--- src/rtl/mem_stage_pkg.sv ---
// Shared types and constants for the MEM pipeline stage.
// Included by the stage, its MEM/WB register and its SRAM interface.
package mem_stage_pkg;

    localparam int unsigned DATA_W        = 32;
    localparam int unsigned REG_ADDR_W    = 4;
    localparam int unsigned MEM_ADDR_BASE = 1024;

    typedef enum logic [1:0] {
        IDLE   = 2'd0,
        ACCESS = 2'd1,
        DONE   = 2'd2
    } mem_state_e;

endpackage

--- src/rtl/memory_access_stage_if.sv ---
// Word-SRAM request/acknowledge bus between the MEM stage (master) and memory (slave).
interface memory_access_stage_if #(
    parameter int unsigned SRAM_ADDR_W = 16
);

    logic                            sram_req;
    logic                            sram_we;
    logic [SRAM_ADDR_W-1:0]          sram_addr;
    logic [mem_stage_pkg::DATA_W-1:0] sram_wdata;
    logic [mem_stage_pkg::DATA_W-1:0] sram_rdata;
    logic                            sram_ack;

    modport master (
        output sram_req, sram_we, sram_addr, sram_wdata,
        input  sram_rdata, sram_ack
    );

    modport slave (
        input  sram_req, sram_we, sram_addr, sram_wdata,
        output sram_rdata, sram_ack
    );

endinterface

--- src/rtl/mem_wb_register.sv ---
// MEM/WB pipeline register: captures its inputs whenever en_i is high, holds otherwise.
module mem_wb_register
    import mem_stage_pkg::*;
(
    input  logic                  clk,
    input  logic                  rst,
    input  logic                  en_i,
    input  logic [DATA_W-1:0]     data_i,
    input  logic [DATA_W-1:0]     alu_i,
    input  logic                  mre_i,
    input  logic                  wbe_i,
    input  logic [REG_ADDR_W-1:0] dest_i,
    output logic [DATA_W-1:0]     data_o,
    output logic [DATA_W-1:0]     alu_o,
    output logic                  mre_o,
    output logic                  wbe_o,
    output logic [REG_ADDR_W-1:0] dest_o
);

    logic [DATA_W-1:0]     data_q;
    logic [DATA_W-1:0]     alu_q;
    logic                  mre_q;
    logic                  wbe_q;
    logic [REG_ADDR_W-1:0] dest_q;

    always_ff @(posedge clk or negedge rst) begin
        if (!rst) begin
            data_q <= '0;
            alu_q  <= '0;
            mre_q  <= 1'b0;
            wbe_q  <= 1'b0;
            dest_q <= '0;
        end else if (en_i) begin
            data_q <= data_i;
            alu_q  <= alu_i;
            mre_q  <= mre_i;
            wbe_q  <= wbe_i;
            dest_q <= dest_i;
        end
    end

    assign data_o = data_q;
    assign alu_o  = alu_q;
    assign mre_o  = mre_q;
    assign wbe_o  = wbe_q;
    assign dest_o = dest_q;

endmodule

--- src/rtl/memory_access_stage.sv ---
// Pipeline MEM stage: issues loads/stores over a req/ack SRAM bus and freezes upstream meanwhile.
// Define MEM_TIMEOUT_EN to abort accesses that see no ack within TIMEOUT cycles (sets mem_error).
module memory_access_stage
    import mem_stage_pkg::*;
#(
    parameter int unsigned ADDR_BASE   = MEM_ADDR_BASE,
    parameter int unsigned SRAM_ADDR_W = 16,
    parameter int unsigned TIMEOUT     = 255
) (
    input  logic                   clk,
    input  logic                   rst,
    input  logic [DATA_W-1:0]      aluResultIn,
    input  logic [DATA_W-1:0]      storeValue,
    input  logic                   memReadIn,
    input  logic                   memWriteIn,
    input  logic                   wbEnableIn,
    input  logic [REG_ADDR_W-1:0]  destRegIn,
    output logic                   freeze,
    output logic [DATA_W-1:0]      data,
    output logic [DATA_W-1:0]      aluResult,
    output logic                   memoryReadEnabled,
    output logic                   wbEnable,
    output logic [REG_ADDR_W-1:0]  destReg,
    memory_access_stage_if.master  sram,
    output logic                   mem_error
);

    if (TIMEOUT > 255) begin : g_bad_timeout
        $error("TIMEOUT must fit the 8-bit access counter");
    end

    mem_state_e             state_q, state_d;
    logic                   req_q, req_d;
    logic                   we_q, we_d;
    logic [SRAM_ADDR_W-1:0] addr_q, addr_d;
    logic [DATA_W-1:0]      wdata_q, wdata_d;
    logic [DATA_W-1:0]      rdata_q, rdata_d;
    logic                   mem_op;
    logic                   expired;
    logic [DATA_W-1:0]      wb_data;

`ifdef MEM_TIMEOUT_EN
    logic [7:0] cnt_q, cnt_d;
    logic       err_q, err_d;

    // Abort on the TIMEOUT-th ACCESS cycle, counting the current one.
    assign expired   = (cnt_q + 8'd1) == 8'(TIMEOUT);
    assign mem_error = err_q;
`else
    assign expired   = 1'b0;
    assign mem_error = 1'b0;
`endif

    assign mem_op  = memReadIn | memWriteIn;
    assign freeze  = (state_q == ACCESS) || ((state_q == IDLE) && mem_op);
    assign wb_data = (state_q == DONE) ? rdata_q : '0;

    always_comb begin
        state_d = state_q;
        req_d   = req_q;
        we_d    = we_q;
        addr_d  = addr_q;
        wdata_d = wdata_q;
        rdata_d = rdata_q;
`ifdef MEM_TIMEOUT_EN
        cnt_d   = cnt_q;
        err_d   = err_q;
`endif
        unique case (state_q)
            IDLE: begin
                if (mem_op) begin
                    state_d = ACCESS;
                    req_d   = 1'b1;
                    we_d    = memWriteIn;
                    // Below-base addresses wrap modulo 2^32 before truncation.
                    addr_d  = SRAM_ADDR_W'((aluResultIn - DATA_W'(ADDR_BASE)) >> 2);
                    wdata_d = storeValue;
`ifdef MEM_TIMEOUT_EN
                    cnt_d   = '0;
`endif
                end
            end
            ACCESS: begin
`ifdef MEM_TIMEOUT_EN
                cnt_d = cnt_q + 8'd1;
`endif
                if (sram.sram_ack) begin
                    state_d = DONE;
                    req_d   = 1'b0;
                    rdata_d = we_q ? '0 : sram.sram_rdata;
                end else if (expired) begin
                    state_d = DONE;
                    req_d   = 1'b0;
                    rdata_d = '0;
`ifdef MEM_TIMEOUT_EN
                    err_d   = 1'b1;
`endif
                end
            end
            DONE:    state_d = IDLE;
            default: state_d = IDLE;
        endcase
    end

    always_ff @(posedge clk or negedge rst) begin
        if (!rst) begin
            state_q <= IDLE;
            req_q   <= 1'b0;
            we_q    <= 1'b0;
            addr_q  <= '0;
            wdata_q <= '0;
            rdata_q <= '0;
`ifdef MEM_TIMEOUT_EN
            cnt_q   <= '0;
            err_q   <= 1'b0;
`endif
        end else begin
            state_q <= state_d;
            req_q   <= req_d;
            we_q    <= we_d;
            addr_q  <= addr_d;
            wdata_q <= wdata_d;
            rdata_q <= rdata_d;
`ifdef MEM_TIMEOUT_EN
            cnt_q   <= cnt_d;
            err_q   <= err_d;
`endif
        end
    end

    assign sram.sram_req   = req_q;
    assign sram.sram_we    = we_q;
    assign sram.sram_addr  = addr_q;
    assign sram.sram_wdata = wdata_q;

    mem_wb_register u_mem_wb (
        .clk    (clk),
        .rst    (rst),
        .en_i   (~freeze),
        .data_i (wb_data),
        .alu_i  (aluResultIn),
        .mre_i  (memReadIn),
        .wbe_i  (wbEnableIn),
        .dest_i (destRegIn),
        .data_o (data),
        .alu_o  (aluResult),
        .mre_o  (memoryReadEnabled),
        .wbe_o  (wbEnable),
        .dest_o (destReg)
    );

endmodule

--- src/flat_wrapper.sv ---
// flat-port wrapper written by rule: the top's interface ports become plain ports
module memory_access_stage_flat import mem_stage_pkg::*;
#(
    parameter int unsigned ADDR_BASE   = MEM_ADDR_BASE,
    parameter int unsigned SRAM_ADDR_W = 16,
    parameter int unsigned TIMEOUT     = 255
)
  (clk, rst, aluResultIn, storeValue, memReadIn, memWriteIn, wbEnableIn, destRegIn, freeze, data, aluResult, memoryReadEnabled, wbEnable, destReg, mem_error, sram_sram_req, sram_sram_we, sram_sram_addr, sram_sram_wdata, sram_sram_rdata, sram_sram_ack);
  memory_access_stage_if #(.SRAM_ADDR_W(SRAM_ADDR_W)) sram_i ();
  input  logic clk;
  input  logic rst;
  input  logic [DATA_W-1:0] aluResultIn;
  input  logic [DATA_W-1:0] storeValue;
  input  logic memReadIn;
  input  logic memWriteIn;
  input  logic wbEnableIn;
  input  logic [REG_ADDR_W-1:0] destRegIn;
  output logic freeze;
  output logic [DATA_W-1:0] data;
  output logic [DATA_W-1:0] aluResult;
  output logic memoryReadEnabled;
  output logic wbEnable;
  output logic [REG_ADDR_W-1:0] destReg;
  output logic mem_error;
  output wire logic [$bits(sram_i.sram_req)-1:0] sram_sram_req;
  output wire logic [$bits(sram_i.sram_we)-1:0] sram_sram_we;
  output wire logic [$bits(sram_i.sram_addr)-1:0] sram_sram_addr;
  output wire logic [$bits(sram_i.sram_wdata)-1:0] sram_sram_wdata;
  input wire logic [$bits(sram_i.sram_rdata)-1:0] sram_sram_rdata;
  input wire logic [$bits(sram_i.sram_ack)-1:0] sram_sram_ack;
  assign sram_sram_req = sram_i.sram_req;
  assign sram_sram_we = sram_i.sram_we;
  assign sram_sram_addr = sram_i.sram_addr;
  assign sram_sram_wdata = sram_i.sram_wdata;
  assign sram_i.sram_rdata = sram_sram_rdata;
  assign sram_i.sram_ack = sram_sram_ack;
  memory_access_stage #(.ADDR_BASE(ADDR_BASE), .SRAM_ADDR_W(SRAM_ADDR_W), .TIMEOUT(TIMEOUT)) u_core (.clk(clk), .rst(rst), .aluResultIn(aluResultIn), .storeValue(storeValue), .memReadIn(memReadIn), .memWriteIn(memWriteIn), .wbEnableIn(wbEnableIn), .destRegIn(destRegIn), .freeze(freeze), .data(data), .aluResult(aluResult), .memoryReadEnabled(memoryReadEnabled), .wbEnable(wbEnable), .destReg(destReg), .sram(sram_i), .mem_error(mem_error));
endmodule
--- config.mk ---
export PLATFORM = sky130hd
export DESIGN_NAME = memory_access_stage_flat
export DESIGN_NICKNAME = d
export VERILOG_FILES = /design/src/rtl/mem_stage_pkg.sv /design/src/rtl/memory_access_stage_if.sv /design/src/rtl/mem_wb_register.sv /design/src/rtl/memory_access_stage.sv /design/src/flat_wrapper.sv
export SDC_FILE = /design/constraint.sdc
export NUM_CORES = 1
export LEC_CHECK = 0
export CAP_MARGIN = 40
export CORE_AREA = 2 2 125 127
export CTS_CLUSTER_SIZE = 40
export DETAILED_ROUTE_END_ITERATION = 10
export DIE_AREA = 0 0 127 129
export MAX_ROUTING_LAYER = met4
export PLACE_DENSITY = 0.73
export SLEW_MARGIN = 25
export SYNTH_ARGS = -nofsm -noshare
export SYNTH_HDL_FRONTEND = slang
export SYNTH_SLANG_ARGS = --single-unit
--- constraint.sdc ---
create_clock -name clk -period 4.06 [get_ports clk]
set_clock_uncertainty 0.05 [all_clocks]
set_input_delay 0.812 -clock clk [delete_from_list [all_inputs] [get_ports clk]]
set_output_delay 0.812 -clock clk [all_outputs]
set_load 0.01 [all_outputs]
==> impl_metrics.json <==
{
  "outcome": "finished clean",
  "hold_violations": 0,
  "grt_pass1_vias": 4431,
  "drt_iter0_drc": 274,
  "die_h_um": 129,
  "rows": 45,
  "antenna_found_initial": 0,
  "tightest_slew_ns": 0.548,
  "place_area_um2": 8380,
  "grt_pass1_wl_um": 22900,
  "synth_top_area_cell": "dfrtp_1",
  "clockBufferDepth": 2,
  "clkSinkCount": 154,
  "clockRootBuffer": "clkbuf_16",
  "cpMostUsedCell": "clkdlybuf4s50_1",
  "dp_hpwl_um": 10100,
  "maxCapViolCount": 0,
  "period_share_pct": 76.1,
  "num_antenna_cells": 0,
  "pwr-share-comb_pct": 39.7,
  "cts_buffers": 17,
  "design_area_um2": 9110,
  "period_minus_slack_ns": 3.09,
  "p_leak_nw": 3.89,
  "syn_inst": 434,
  "cp.required_ns": 3.20,
  "synth-edff-count": 0,
  "ys_types": 34,
  "pre_cts_ws_ns": 0.983,
  "path_class": "in2out",
  "endpoint_kind": "output port",
  "hold_buffers": 0,
  "port_buffers": 226,
  "ir_worst_vdd_mv": 0.455,
  "drc": 0,
  "via_count": 4236,
  "cts.clk_slew.worst_paths_ns": 0.06,
  "p_int_mw": 5.15,
  "synth_ff_type": "dfrtp_1",
  "syn_nets": 541,
  "hold_path_class": "in2async",
  "seq_power_share_pct": 35.6,
  "drive_gt1_share_pct": 18.8,
  "start_util_pct": 39.7,
  "arrival_ns": 2.23,
  "tritoncts": "yes",
  "wl_per_cell_um": 17.1,
  "slowest_stage": "clkdlybuf4s50_1",
  "cts_resized": 0,
  "final_common_cell": "clkdlybuf4s50_1",
  "finalSetupViolations": 0,
  "place.gp.congestion": 0.773,
  "switchingPower_mw": 2.17,
  "startpoint_type": "input port",
  "ant_nets": 0,
  "ys.warnings.count": 0,
  "dieArea_um2": 16400,
  "core_um2": 15000,
  "post_cts_buffers": 0,
  "cts_max_level": 4,
  "grt_max_degree": 90,
  "drt_wl_total_um": 14700,
  "critical_path_buf_inv_count": 2,
  "first_pass_iters": 4,
  "ys_seq_area_share_pct": 64.8,
  "critPathMaxStageDelay_ns": 0.57,
  "final.setup.tns_ns": 0,
  "power_density_nw_per_um2": 803,
  "syn-cell-area_um2": 5950,
  "overflow": 0,
  "vias_per_cell": 4.93,
  "slew_viol_final": 0,
  "chipWidth_um": 127,
  "syn_to_final_growth_pct": 53.1,
  "clk_latency_ns": 0.40,
  "pwr-share-clk_pct": 24.7,
  "crit_chain": "clkdlybuf4s50_1, nor3_1, nor2_4, clkdlybuf4s50_1",
  "grt_use_total_pct": 18.7,
  "cp_max_fo": 3,
  "p_sw_share_pct": 29.6,
  "mostFrequentLayoutCells": "clkdlybuf4s50_1, dfrtp_1, mux2_2",
  "slew-limit-headroom_pct": 63.4,
  "cp_top_family": "buffers and inverters",
  "ioPinCount": 228,
  "synth_area_per_cell_um2": 13.7,
  "fillCellCount": 1154,
  "timing.final.ws_setup_ns": 0.971,
  "async_flop_share_pct": 100,
  "clock.fmax_mhz": 324,
  "nets": 766,
  "synth_top_cell_area_share_pct": 64.8,
  "yosys_register_bits": 154,
  "synth_area_leaders": "dfrtp_1, mux2_2, a22o_1",
  "rsz0062_at_grt": "no"
}
==> worst register-to-register path: cells and delay by family, from the launching register on <==
kind             cells  cell delay [ns]
and+or+nand+nor      2             0.89
muxes                1             0.43
DFF                  1             0.46
==> synth_stat cells (4+ instances only) <==
library cell  instances
dfrtp_1             154
inv_1                 4
nand2_1              35
a21oi_1               6
o21ai_0              34
nand2b_1             35
mux2_2               76
buf_2                 6
a22o_1               32
a31oi_1               4
clkbuf_1             15
mux2_4                5
==> per-stage QoR <==
step | total power, mW | hold WS, ns | util, % | std cells
detailed placement | 5.55 | 0.419 | 55.9 | 826
global route | 7.72 | 0.193 | 60.8 | 860
floorplan | 3.95 | 0.401 | - | 434
global placement | 5.46 | 0.412 | 55.9 | 826
CTS | 7.39 | 0.434 | 60.5 | 858
finish | 7.32 | 0.203 | 60.8 | 860
==> per-layer routing <==
metal  part of all wire (%)  up-vias  track usage [%]  wire, µm
met5                      0        -                -         0
met4                    1.1        0             5.62       165
met3                    5.6       13             5.45       816
met2                     52      127             31.5      7610
met1                     41     2134             22.0      6080
li1                       -     1962                -         -
==> worst paths after layout <==
check | slack, ns | end | depth (start not counted) | startpoint
min in group clk | 0.43 | u_core.rdata_q[1] | 2 | u_core.rdata_q[1]
max in group asynchronous | 3.15 | u_core.sram.sram_addr[15] | 2 | rst
hold / removal | 0.20 | u_core.u_mem_wb.data_o[7] | 1 | rst
setup / recovery | 0.97 | freeze | 4 | memWriteIn
setup reg to reg | 2.11 | u_core.sram.sram_wdata[11] | 3 | u_core.state_q[1]
hold reg to reg | 0.43 | u_core.rdata_q[1] | 2 | u_core.rdata_q[1]
==> layout make-up <==
class	instances	area (µm²)	share of cell area [%]
Sequential cell	154	3850	42.3
Inverter	4	15.0	0.165
Multi-Input combinational cell	248	1950	21.4
Clock buffer	19	443	4.86
Tap cell	188	235	2.58
Clock inverter	13	240	2.64
Timing Repair Buffer	234	2370	26.0
==> registers in the layout (all words and copies together), names as in the netlist <==
name,count
u_core.u_mem_wb.alu_o,32
u_core.u_mem_wb.mre_o,1
u_core.rdata_q,32
u_core.state_q,2
u_core.u_mem_wb.data_o,32
u_core.sram.sram_we,1
u_core.sram.sram_addr,16
u_core.sram.sram_wdata,32
u_core.u_mem_wb.dest_o,4
u_core.sram.sram_req,1
u_core.u_mem_wb.wbe_o,1
==> power groups by stage <==
stage          logic, mW  registers, mW  clock network, mW
5_1_grt             3.11           2.70               1.91
4_1_cts             2.93           2.62               1.85
2_1_floorplan       1.11           2.84                  0
6_report            2.90           2.61               1.81
3_3_place_gp        2.87           2.59                  0
3_5_place_dp        2.91           2.64                  0
==> cells by family (layout without fill, tap and decap cells) <==
kind of cell,after synthesis,after routing,synth area share (%)
mux,82,82,15.8
other cells,1,1,0.0630
compound gates,78,78,8.77
buf+inv,32,270,2.61
simple gates,84,84,7.47
flops,154,154,64.8
fa+ha+maj,1,1,0.210
xor+xnor,2,2,0.294
No activity file was read; power rests on OpenSTA's default activity.
